## src/rtl/mul_div_unit.sv

```systemverilog
// Iterative 32-bit multiply/divide unit with architectural HI/LO registers.
// One shift-add or restoring-divide step per cycle, 32 steps, then one sign-fix cycle.
module mul_div_unit (
  input  logic        CLK,
  input  logic        RST,
  input  logic        Start,
  input  logic [1:0]  Op,
  input  logic [31:0] SrcA,
  input  logic [31:0] SrcB,
  input  logic        HiWre,
  input  logic        LoWre,
  output logic        Busy,
  output logic        Done,
  output logic        DivByZero,
  output logic [31:0] HI,
  output logic [31:0] LO
);

  typedef enum logic [1:0] {IDLE, CALC, FIX} state_t;

  state_t      state, state_next;
  logic [4:0]  count;
  logic        is_div, neg_q, neg_r, div_zero;
  logic [31:0] a_orig, opnd, acc, q;
  logic [31:0] a_mag, b_mag;
  logic [32:0] mul_sum, div_shift, div_diff;
  logic [63:0] prod, prod_fix;
  logic [31:0] quo_fix, rem_fix;

  always_ff @(posedge CLK) begin
    if (RST) state <= IDLE;
    else     state <= state_next;
  end

  always_comb begin
    state_next = state;
    case (state)
      IDLE:    if (Start) state_next = CALC;
      CALC:    if (count == 5'd31) state_next = FIX;
      FIX:     state_next = IDLE;
      default: state_next = IDLE;
    endcase
  end

  assign Busy = (state != IDLE);

  // Signed ops work on magnitudes; the sign is restored in FIX.
  assign a_mag = (Op[0] && SrcA[31]) ? -SrcA : SrcA;
  assign b_mag = (Op[0] && SrcB[31]) ? -SrcB : SrcB;

  // acc:q is the 64-bit product (multiply) or remainder:quotient (divide).
  assign mul_sum   = {1'b0, acc} + (q[0] ? {1'b0, opnd} : 33'd0);
  assign div_shift = {acc, q[31]};
  assign div_diff  = div_shift - {1'b0, opnd};
  assign prod      = {acc, q};
  assign prod_fix  = neg_q ? -prod : prod;
  assign quo_fix   = neg_q ? -q : q;
  assign rem_fix   = neg_r ? -acc : acc;

  always_ff @(posedge CLK) begin
    if (RST) begin
      count     <= 5'd0;
      is_div    <= 1'b0;
      neg_q     <= 1'b0;
      neg_r     <= 1'b0;
      div_zero  <= 1'b0;
      a_orig    <= 32'd0;
      opnd      <= 32'd0;
      acc       <= 32'd0;
      q         <= 32'd0;
      HI        <= 32'd0;
      LO        <= 32'd0;
      Done      <= 1'b0;
      DivByZero <= 1'b0;
    end else begin
      Done      <= 1'b0;
      DivByZero <= 1'b0;
      case (state)
        IDLE: begin
          if (HiWre) HI <= SrcA;
          if (LoWre) LO <= SrcA;
          if (Start) begin
            count    <= 5'd0;
            is_div   <= Op[1];
            neg_q    <= Op[0] & (SrcA[31] ^ SrcB[31]);
            neg_r    <= Op[0] & Op[1] & SrcA[31];
            div_zero <= Op[1] && (SrcB == 32'd0);
            a_orig   <= SrcA;
            opnd     <= b_mag;
            acc      <= 32'd0;
            q        <= a_mag;
          end
        end
        CALC: begin
          count <= count + 5'd1;
          if (is_div) begin
            // Keep the trial subtraction only when it did not borrow.
            if (!div_diff[32]) begin
              acc <= div_diff[31:0];
              q   <= {q[30:0], 1'b1};
            end else begin
              acc <= div_shift[31:0];
              q   <= {q[30:0], 1'b0};
            end
          end else begin
            acc <= mul_sum[32:1];
            q   <= {mul_sum[0], q[31:1]};
          end
        end
        FIX: begin
          Done      <= 1'b1;
          DivByZero <= div_zero;
          if (!is_div) begin
            {HI, LO} <= prod_fix;
          end else if (div_zero) begin
            HI <= a_orig;
            LO <= 32'hFFFF_FFFF;
          end else begin
            HI <= rem_fix;
            LO <= quo_fix;
          end
        end
        default: ;
      endcase
    end
  end

endmodule
```

## config.mk

```make
export PLATFORM = sky130hd
export DESIGN_NAME = mul_div_unit
export DESIGN_NICKNAME = d
export VERILOG_FILES = /design/src/rtl/mul_div_unit.sv
export SDC_FILE = /design/constraint.sdc
export NUM_CORES = 1
export LEC_CHECK = 0
export ABC_AREA = 0
export BUFFER_PORTS_ARGS = -buffer_cell sky130_fd_sc_hd__buf_2
export CAP_MARGIN = 20
export CORE_MARGIN = 4
export CORE_UTILIZATION = 25
export DETAILED_ROUTE_END_ITERATION = 6
export SYNTH_ARGS = -nofsm -noshare
export SYNTH_HDL_FRONTEND = slang
export SYNTH_SLANG_ARGS = --single-unit
export TNS_END_PERCENT = 5
```

## constraint.sdc

```tcl
create_clock -name CLK -period 4.15 [get_ports CLK]
set_input_delay 0.2075 -clock CLK [delete_from_list [all_inputs] [get_ports CLK]]
set_output_delay 0.2075 -clock CLK [all_outputs]
set_load 0.01 [all_outputs]
```

# --- After elaboration in Yosys (flattened, before gate mapping) ---
# Index checks and enable logic that the tools add are counted.
# W data, S select, Z words.
totals:
  reg_bits: 205
  input_bits: 71
  word_cells: 76
  output_inout_bits: 67
classes:
  n_mux: 28
  n_addsub: 8
  bitwise_logic: 5
  reduce_logical: 14
  eq_ne: 7
op_table:
  columns: ["cell", "n"]
  rows:
  - ["$mux W32", 16]
  - ["$pmux W32 S2", 4]
  - ["$neg A32 Y32", 4]
  - ["$mux W64", 1]
  - ["$neg A64 Y64", 1]
  - ["$add A32 B32 Y33", 1]
  - ["$sub A33 B32 Y33", 1]
  - ["$logic_not A32 Y1", 1]
  - ["$pmux W5 S2", 1]
  - ["$reduce_and A2 Y1", 5]
  - ["$ne A2 B2 Y1 const B", 4]
  - ["$reduce_bool A2 Y1", 3]
  - ["$add A5 B1 Y5 const B", 1]
  - ["$eq A5 B5 Y1 const B", 1]
  - ["$mux W5", 1]
  - ["$mux W2", 2]
  - ["$pmux W2 S2", 1]
  - ["$and A1 B1 Y1", 3]
  - ["$logic_and A1 B1 Y1", 3]
  - ["$eq A2 B1 Y1 const B", 1]
  - ["$eq A2 B2 Y1 const B", 1]
  - ["$logic_not A2 Y1", 1]
  - ["$mux W1", 2]
  - ["$reduce_or A2 Y1", 1]
  - ["other kinds (2)", 2]

# --- Longest topological paths before layout ---
# Gate-level depths: netlist of the first run.
logic_depth:
  depth_word: 5
  mapped_depth: 16
  mapped_depth_nobuf: 14

# --- Worst setup path after synthesis of the first run ---
# Ideal clock, no wire load.
synth_timing:
  kind: "register -> register"
  from: "register q[31]"
  to: "register acc[19]"
  synth_period_minus_slack_ns: 3.318
  setup_ns: 0.133
  setup_slack_ns: 0.832
  t_required_ns: 4.017
  arrival_ns: 3.184
  n_path_buf: 1
  stages_incl_launch_ff: 14
  cell_sequence: "dfxtp_1 clkbuf_1 inv_1 ha_1 fa_1 nand2b_1 a21o_1 a2111o_1 a211oi_2 a31oi_1 o311ai_2 mux2_2 a222oi_1 o21ai_0"
synth_between:
  elab_chain_cells: 4
synth_lines:
  columns: ["element", "line", "source"]
  rows:
  - ["start, declared", "24", "logic [31:0] a_orig, opnd, acc, q;"]
  - ["start signal, assigned", "91", "q <= a_mag;"]
  - ["start signal, assigned", "100", "q <= {q[30:0], 1'b1};"]
  - ["start signal, assigned", "103", "q <= {q[30:0], 1'b0};"]
  - ["$sub A33 B32 Y33", "54", "assign div_diff = div_shift - {1'b0, opnd};"]
  - ["$mux W32", "98", "if (!div_diff[32]) begin"]
  - ["$mux W32", "96", "if (is_div) begin"]
  - ["$pmux W32 S2", "78", "case (state)"]
  - ["end signal, assigned", "99", "acc <= div_diff[31:0];"]
  - ["end signal, assigned", "102", "acc <= div_shift[31:0];"]
  - ["end signal, assigned", "106", "acc <= mul_sum[32:1];"]
  - ["end, declared", "24", null]
# Every way passes these cells.
# A chain may end at the register's enable or synchronous reset.

# --- Final worst setup path of the first run ---
layout_timing:
  from: "register q[0]"
  to: "register acc[31]"
layout_between:
  elab_chain_cells: 4
layout_lines:
  columns: ["element", "line", "source"]
  rows:
  - ["$mux W32", "52", "assign mul_sum = {1'b0, acc} + (q[0] ? {1'b0, opnd} : 33'd0);"]
  - ["$add A32 B32 Y33", "52", null]
  - ["$mux W32", "96", null]
  - ["$pmux W32 S2", "78", null]
# Every way passes these cells.

==> impl_metrics.json, run 1 <==
{
  "outcome": "complete, no violations",
  "clk_latency_ps": 580,
  "die_y_microns": 260,
  "fin_cells": 3110,
  "antenna_found_initial": 0,
  "die_width_microns": 260,
  "cp-end-kind": "register",
  "fin_crit_sh_pct": 92.5,
  "hold_path.class": "input port to register",
  "dr.first_iter.drc_count": 1435,
  "clockPowerShare_pct": 37.3,
  "rsz0062_at_grt": "false",
  "critPathBufInv": 2,
  "grt_max_degree": 90,
  "antenna_cells": 0,
  "cts_tree": "built",
  "hold_slack_ps": 23.9,
  "firstDrtPassIters": 5,
  "min_period_ps": 3840,
  "drc_errors": 0,
  "via_per_inst": 5.28,
  "crit_type": "register to register",
  "routed-via-count": 16400,
  "max_freq_mhz": 260,
  "ys_types": 79,
  "met2_usage_pct": 28.1,
  "cts_setup_buffers": 0,
  "top_usage_layer": "met2",
  "pin_count": 138,
  "ys_ff_latch": 205,
  "setup_viol": 0,
  "drt-total-wl_microns": 59600,
  "critPathArrivalTime_ps": 4300,
  "clk_pin_slew_worst_paths_ps": 60,
  "skew_ps": 43.6,
  "cts.sinks": 205,
  "drive_above_1_share_pct": 12.2,
  "grt_pass1_vias": 15300,
  "p_comb_share_pct": 25.6,
  "clockRootBuffer": "clkbuf_16",
  "cp_cell_sequence": "inv_1 -> buf_4 -> nor2_1 -> ha_1 -> nand2_1 -> o21ai_0 -> a31oi_1 -> a31oi_1 -> and2_1 -> nand2_1 -> a311o_1 -> o21a_1 -> o31ai_1",
  "crit_slowest_cell": "inv_1",
  "syn_nets": 2298,
  "yosysTopAreaCell": "dfxtp_1",
  "dp_hpwl_microns": 44100,
  "nNetsFinal": 2390,
  "start_util_pct": 25.3,
  "track_usage_pct": 16.7,
  "finalMaxSlewViolations": 0,
  "fin_setup_tns_ps": 0,
  "final_common_cell": "nand2_1",
  "p_int_w": 0.00401,
  "area_growth_pct": 17.5,
  "htree_levels": 1,
  "clock_path_buffers": 3,
  "synth_area_leaders": "dfxtp_1 26%, a21oi_1 6.5%, nand2_1 6.0%",
  "start_kind": "register",
  "avgSynthCellArea_sq_um": 7.39,
  "place_ws_ps": 489,
  "layout_common_cells": "252 x nand2_1, 233 x nor2_1, 206 x a21oi_1, 203 x dfxtp_1, 136 x buf_2",
  "finalWorstSetupSlack_ps": 311,
  "p_seq_share_pct": 37.0,
  "swShare_pct": 34.1,
  "max_cap_viol_count": 0,
  "leakagePower_nw": 7.14,
  "cp_max_fo": 14,
  "p_per_area_mw_per_mm2": 325,
  "final_antenna_net_count": 0,
  "core_sq_mm": 0.0631,
  "wl_per_cell_microns": 19.2,
  "place_congestion": 0.932,
  "fillers": 7007,
  "seq_area_sq_mm": 0.00411,
  "multiInputGateArea_sq_mm": 0.0110,
  "synth-main-ff-cell": "dfxtp_1",
  "crit_family": "compound AO/OA/AOI/OAI gates",
  "ys.warnings.count": 0,
  "worstMarginPinSlew_ps": 1090,
  "dp.cells": 3026,
  "finalHoldViolCount": 0,
  "syn-instance-count": 2155,
  "async_flop_share_pct": 0,
  "p_sw_w": 0.00208,
  "synth_area_sq_mm": 0.0159,
  "max_stage_delay_ps": 500,
  "overflow": 0,
  "crit_required_ps": 4610,
  "timing.slew.headroom_pct": 27.1,
  "io_buffers": 137,
  "peakVddDrop_uv": 267,
  "grt_util_met3_pct": 2.07,
  "synth_edf_count": 0,
  "synth_top_area_share_pct": 25.8,
  "fin_area_sq_mm": 0.0187,
  "grt_pass1_wl_microns": 91200,
  "met1_usage_pct": 22.5,
  "cts_buffers": 25,
  "seq_area_frac_synth_pct": 25.8,
  "rows": 92,
  "dieArea_sq_mm": 0.0678,
  "placed_area_sq_mm": 0.0175
}
[worst register-to-register path, cell delays in order, from the launching register on]
cell and delay (ps):
dfxtp_1 340, inv_1 500, buf_4 330, nor2_1 100
ha_1 460, nand2_1 80, o21ai_0 350, a31oi_1 100
a31oi_1 360, and2_1 280, nand2_1 110, a311o_1 320
o21a_1 200, o31ai_1 180
[metrics by stage]
| step | util [%] | total power (W) |
|---|---|---|
| 6_report | 29.7 | 0.00609 |
| 5_1_grt | 29.7 | 0.00635 |
| 4_1_cts | 29.7 | 0.00610 |
| 3_5_place_dp | 27.8 | 0.00380 |
| 3_3_place_gp | 27.8 | 0.00380 |
| 2_1_floorplan | - | 0.00329 |
[cells in the mapped netlist, drive strengths merged (26+ instances only)]
library cell	instances
a21oi	206
o21ai	135
xor2	88
nor2	236
mux2i	61
nor3	47
o221ai	31
ha	70
nand2	253
dfxtp	205
buf	30
nand2b	28
xnor2	94
or3	26
inv	56
a211oi	96
nand3	27
clkbuf	140
[routing by layer]
metal,vias up,share of wire [%]
met5,-,0
met4,0,3.1
met2,547,46
met3,103,5.7
li1,7949,-
met1,7807,45
[cell families (layout without fill, tap and decap cells)]
family	count (synthesis)	after routing	share of synthesized area, %
flip-flops	205	205	25.8
buffers and inverters	226	335	5.51
adder cells (fa/ha/maj)	72	72	5.75
multiplexers	67	67	4.26
AO/OA/AOI/OAI	672	672	27.6
XOR/XNOR	182	182	10.0
AND/OR/NAND/NOR	731	731	21.2
[repair_timing]
| item | in CTS | in global routing |
|---|---|---|
| resized for setup | 0 | 0 |
| hold buffers | 40 | 0 |
| endpoints found under the hold margin | 44 | 0 |
[power by group through the flow]
stage | combinational [W] | clock [W] | sequential (W)
final | 0.00156 | 0.00227 | 0.00226
after global routing | 0.00171 | 0.00238 | 0.00227
after CTS | 0.00154 | 0.00231 | 0.00225
after detailed placement | 0.00151 | 0 | 0.00229
after global placement | 0.00151 | 0 | 0.00229
after floorplan | 0.00105 | 0 | 0.00224
[state kept, by name, indices dropped and copies added, names as in the netlist, 2 cells and up]
name / flops
acc: 32
LO: 32
a_orig: 32
state: 2
opnd: 32
q: 32
count: 5
HI: 32
[final timing paths]
| path | start | depth (start not counted) | endpoint | slack [ps] |
|---|---|---|---|---|
| hold / removal | SrcB[1] | 3 | opnd[1]$_SDFFE_PP0P_ | 20 |
| hold reg to reg | LO[30]$_SDFFE_PP0P_ | 2 | LO[30]$_SDFFE_PP0P_ | 450 |
| setup / recovery | q[0]$_SDFFE_PP0P_ | 13 | acc[31]$_SDFFE_PP0P_ | 310 |
| setup reg to reg | q[0]$_SDFFE_PP0P_ | 13 | acc[31]$_SDFFE_PP0P_ | 310 |
[final cells by class]
type	instances	area share [%]
Timing Repair Buffer	235	8.22
Inverter	56	1.12
Clock inverter	8	0.575
Tap cell	846	5.65
Multi-Input combinational cell	1724	58.7
Sequential cell	205	21.9
Clock buffer	36	3.78
Power figures use the tool's default switching activity.
==> run 2: changes to the inputs <==
- ABC_AREA: 0 -> 1
==> impl_metrics.json, run 2 <==
{
  "outcome": "complete, no violations",
  "max_freq_mhz": 292,
  "area_growth_pct": 13.8,
  "pin_count": 138,
  "syn-instance-count": 3540,
  "p_per_area_mw_per_mm2": 311,
  "clk_pin_slew_worst_paths_ps": 70,
  "synth_top_area_share_pct": 21.0,
  "fin_cells": 4671,
  "yosysTopAreaCell": "dfxtp_1",
  "clk_latency_ps": 560,
  "final_common_cell": "nand2_1",
  "fin_crit_sh_pct": 82.6,
  "rsz0062_at_grt": "false",
  "avgSynthCellArea_sq_um": 5.52,
  "ys_ff_latch": 205,
  "met1_usage_pct": 29.9,
  "die_y_microns": 288,
  "final_antenna_net_count": 0,
  "max_cap_viol_count": 0,
  "met2_usage_pct": 32.3,
  "synth_area_leaders": "dfxtp_1 21%, nand2_1 19%, inv_1 10%",
  "seq_area_frac_synth_pct": 21.0,
  "htree_levels": 1,
  "worstMarginPinSlew_ps": 1100,
  "dp.cells": 4614,
  "hold_slack_ps": 28.7,
  "skew_ps": 14.5,
  "via_per_inst": 5.04,
  "firstDrtPassIters": 7,
  "fillers": 8887,
  "overflow": 0,
  "cts_resized": 0,
  "die_width_microns": 288,
  "start_util_pct": 25.2,
  "cts_buffers": 24,
  "dr.first_iter.drc_count": 2836,
  "cp-end-kind": "register",
  "crit_type": "register to register",
  "peakVddDrop_uv": 300,
  "io_buffers": 137,
  "fin_setup_tns_ps": 0,
  "ys_types": 49,
  "grt_pass1_wl_microns": 133000,
  "finalMaxSlewViolations": 0,
  "synth-main-ff-cell": "dfxtp_1",
  "dieArea_sq_mm": 0.0827,
  "dp_hpwl_microns": 70000,
  "place_congestion": 0.971,
  "grt_pass1_vias": 21000,
  "yosysMostFrequentCell": "nand2_1",
  "cts.sinks": 205,
  "utilization_pct": 28.7,
  "drive_above_1_share_pct": 8.37,
  "clock_path_buffers": 3,
  "nNetsFinal": 3757,
  "grt_util_met3_pct": 2.32,
  "synth_edf_count": 0,
  "cp_max_fo": 29,
  "cts_tree": "built",
  "async_flop_share_pct": 0,
  "track_usage_pct": 20.6,
  "clockRootBuffer": "clkbuf_16",
  "ys.warnings.count": 0,
  "min_period_ps": 3430,
  "synthTopCellsByCount": "1004 x nand2_1, 539 x inv_1, 352 x nor2_1",
  "rows": 102,
  "drc_errors": 0,
  "timing.slew.headroom_pct": 26.7,
  "start_kind": "register",
  "hold_path.class": "input port to register",
  "grt_max_degree": 101,
  "antenna_cells": 0,
  "top_usage_layer": "met2",
  "syn_nets": 3683,
  "core_sq_mm": 0.0775,
  "crit_required_ps": 4550,
  "synth_area_sq_mm": 0.0195,
  "finalHoldViolCount": 0,
  "critPathArrivalTime_ps": 3830,
  "layout_common_cells": "1004 x nand2_1, 537 x inv_1, 349 x nor2_1, 299 x o21ai_0, 298 x nand3_1",
  "setup_viol": 0,
  "routed-via-count": 23600,
  "antenna_found_initial": 1,
  "drt-total-wl_microns": 89000,
  "wl_per_cell_microns": 19.1,
  "leakagePower_nw": 11.3
}
-- run 2: changes by cell type after synthesis, sizes merged, moves of 98 or more --
cell and change:
nand3 +276, a21oi +98, nand2 +777, o21ai +176, inv +493, nor2 +128
-- run 2: logic make-up (layout without fill, tap and decap cells) --
group | Yosys count | count (layout) | synth area share (%)
DFF | 205 | 205 | 21.0
buffers and inverters | 694 | 785 | 13.6
AOI/OAI and AO/OA | 699 | 699 | 19.2
and+or+nand+nor | 1811 | 1811 | 38.9
adders and majority gates | 72 | 72 | 4.69
xor gates and xnor gates | 59 | 59 | 2.64
-- run 2: through the flow --
step | total power [W] | instance area [sq um] | setup slack, ps
2_1_floorplan | 0.00388 | 19500 | 1620
3_3_place_gp | 0.00471 | 21300 | 855
3_5_place_dp | 0.00470 | 21300 | 847
4_1_cts | 0.00690 | 22200 | 829
5_1_grt | 0.00728 | 22200 | 509
6_report | 0.00692 | 22200 | 723
-- run 2: area by class of cell --
class                      instances  area (sq um)  area share [%]
clock buffer                      29           639            2.87
clock inverter                    14           148           0.664
inverter                         550          2070            9.29
multi-input combinational       2641         12800            57.6
sequential                       205          4110            18.5
tap                             1040          1300            5.85
timing repair buffer             192          1170            5.26
-- run 2: critical path, cell delays in order (launching register included) --
cell and delay [ps]:
dfxtp_1 820, ha_1 430, nand2_1 100, nand2_1 90, inv_1 60, nand2_1 70
nand2_1 80, nand2_1 100, a21oi_4 250, nand2_4 90, nand2_4 230, nand2_2 480
nand2_2 190, nand3_1 120, nand2_1 110, a21oi_2 50
-- run 2: where the power goes --
part           switching, W  total (W)  internal [W]  leakage, nW
Clock              0.000996    0.00218       0.00119        0.380
Sequential         0.000196    0.00232       0.00213         1.69
Combinational       0.00169    0.00242      0.000721         9.28
-- run 2: metal layers --
metal  routed length [microns]  part of all wire [%]
met5                         0                     0
met4                      2470                   2.8
met3                      7520                   8.4
met2                     39400                    44
met1                     39700                    45
-- run 2: path summary, 6_finish.rpt --
kind | start | to | slack, ps | cells after the start
setup / recovery | acc[18]$_SDFFE_PP0P_ | acc[21]$_SDFFE_PP0P_ | 720 | 15
setup reg to reg | acc[18]$_SDFFE_PP0P_ | acc[21]$_SDFFE_PP0P_ | 720 | 15
hold / removal | SrcB[12] | opnd[12]$_SDFFE_PP0P_ | 30 | 3
hold reg to reg | count[3]$_SDFFE_PP0P_ | count[3]$_SDFFE_PP0P_ | 470 | 2
-- run 2: what timing repair did --
action	CTS	global route
hold endpoints to repair	15	0
buffers inserted	0	0
setup endpoints to repair	0	0
hold buffers	14	0
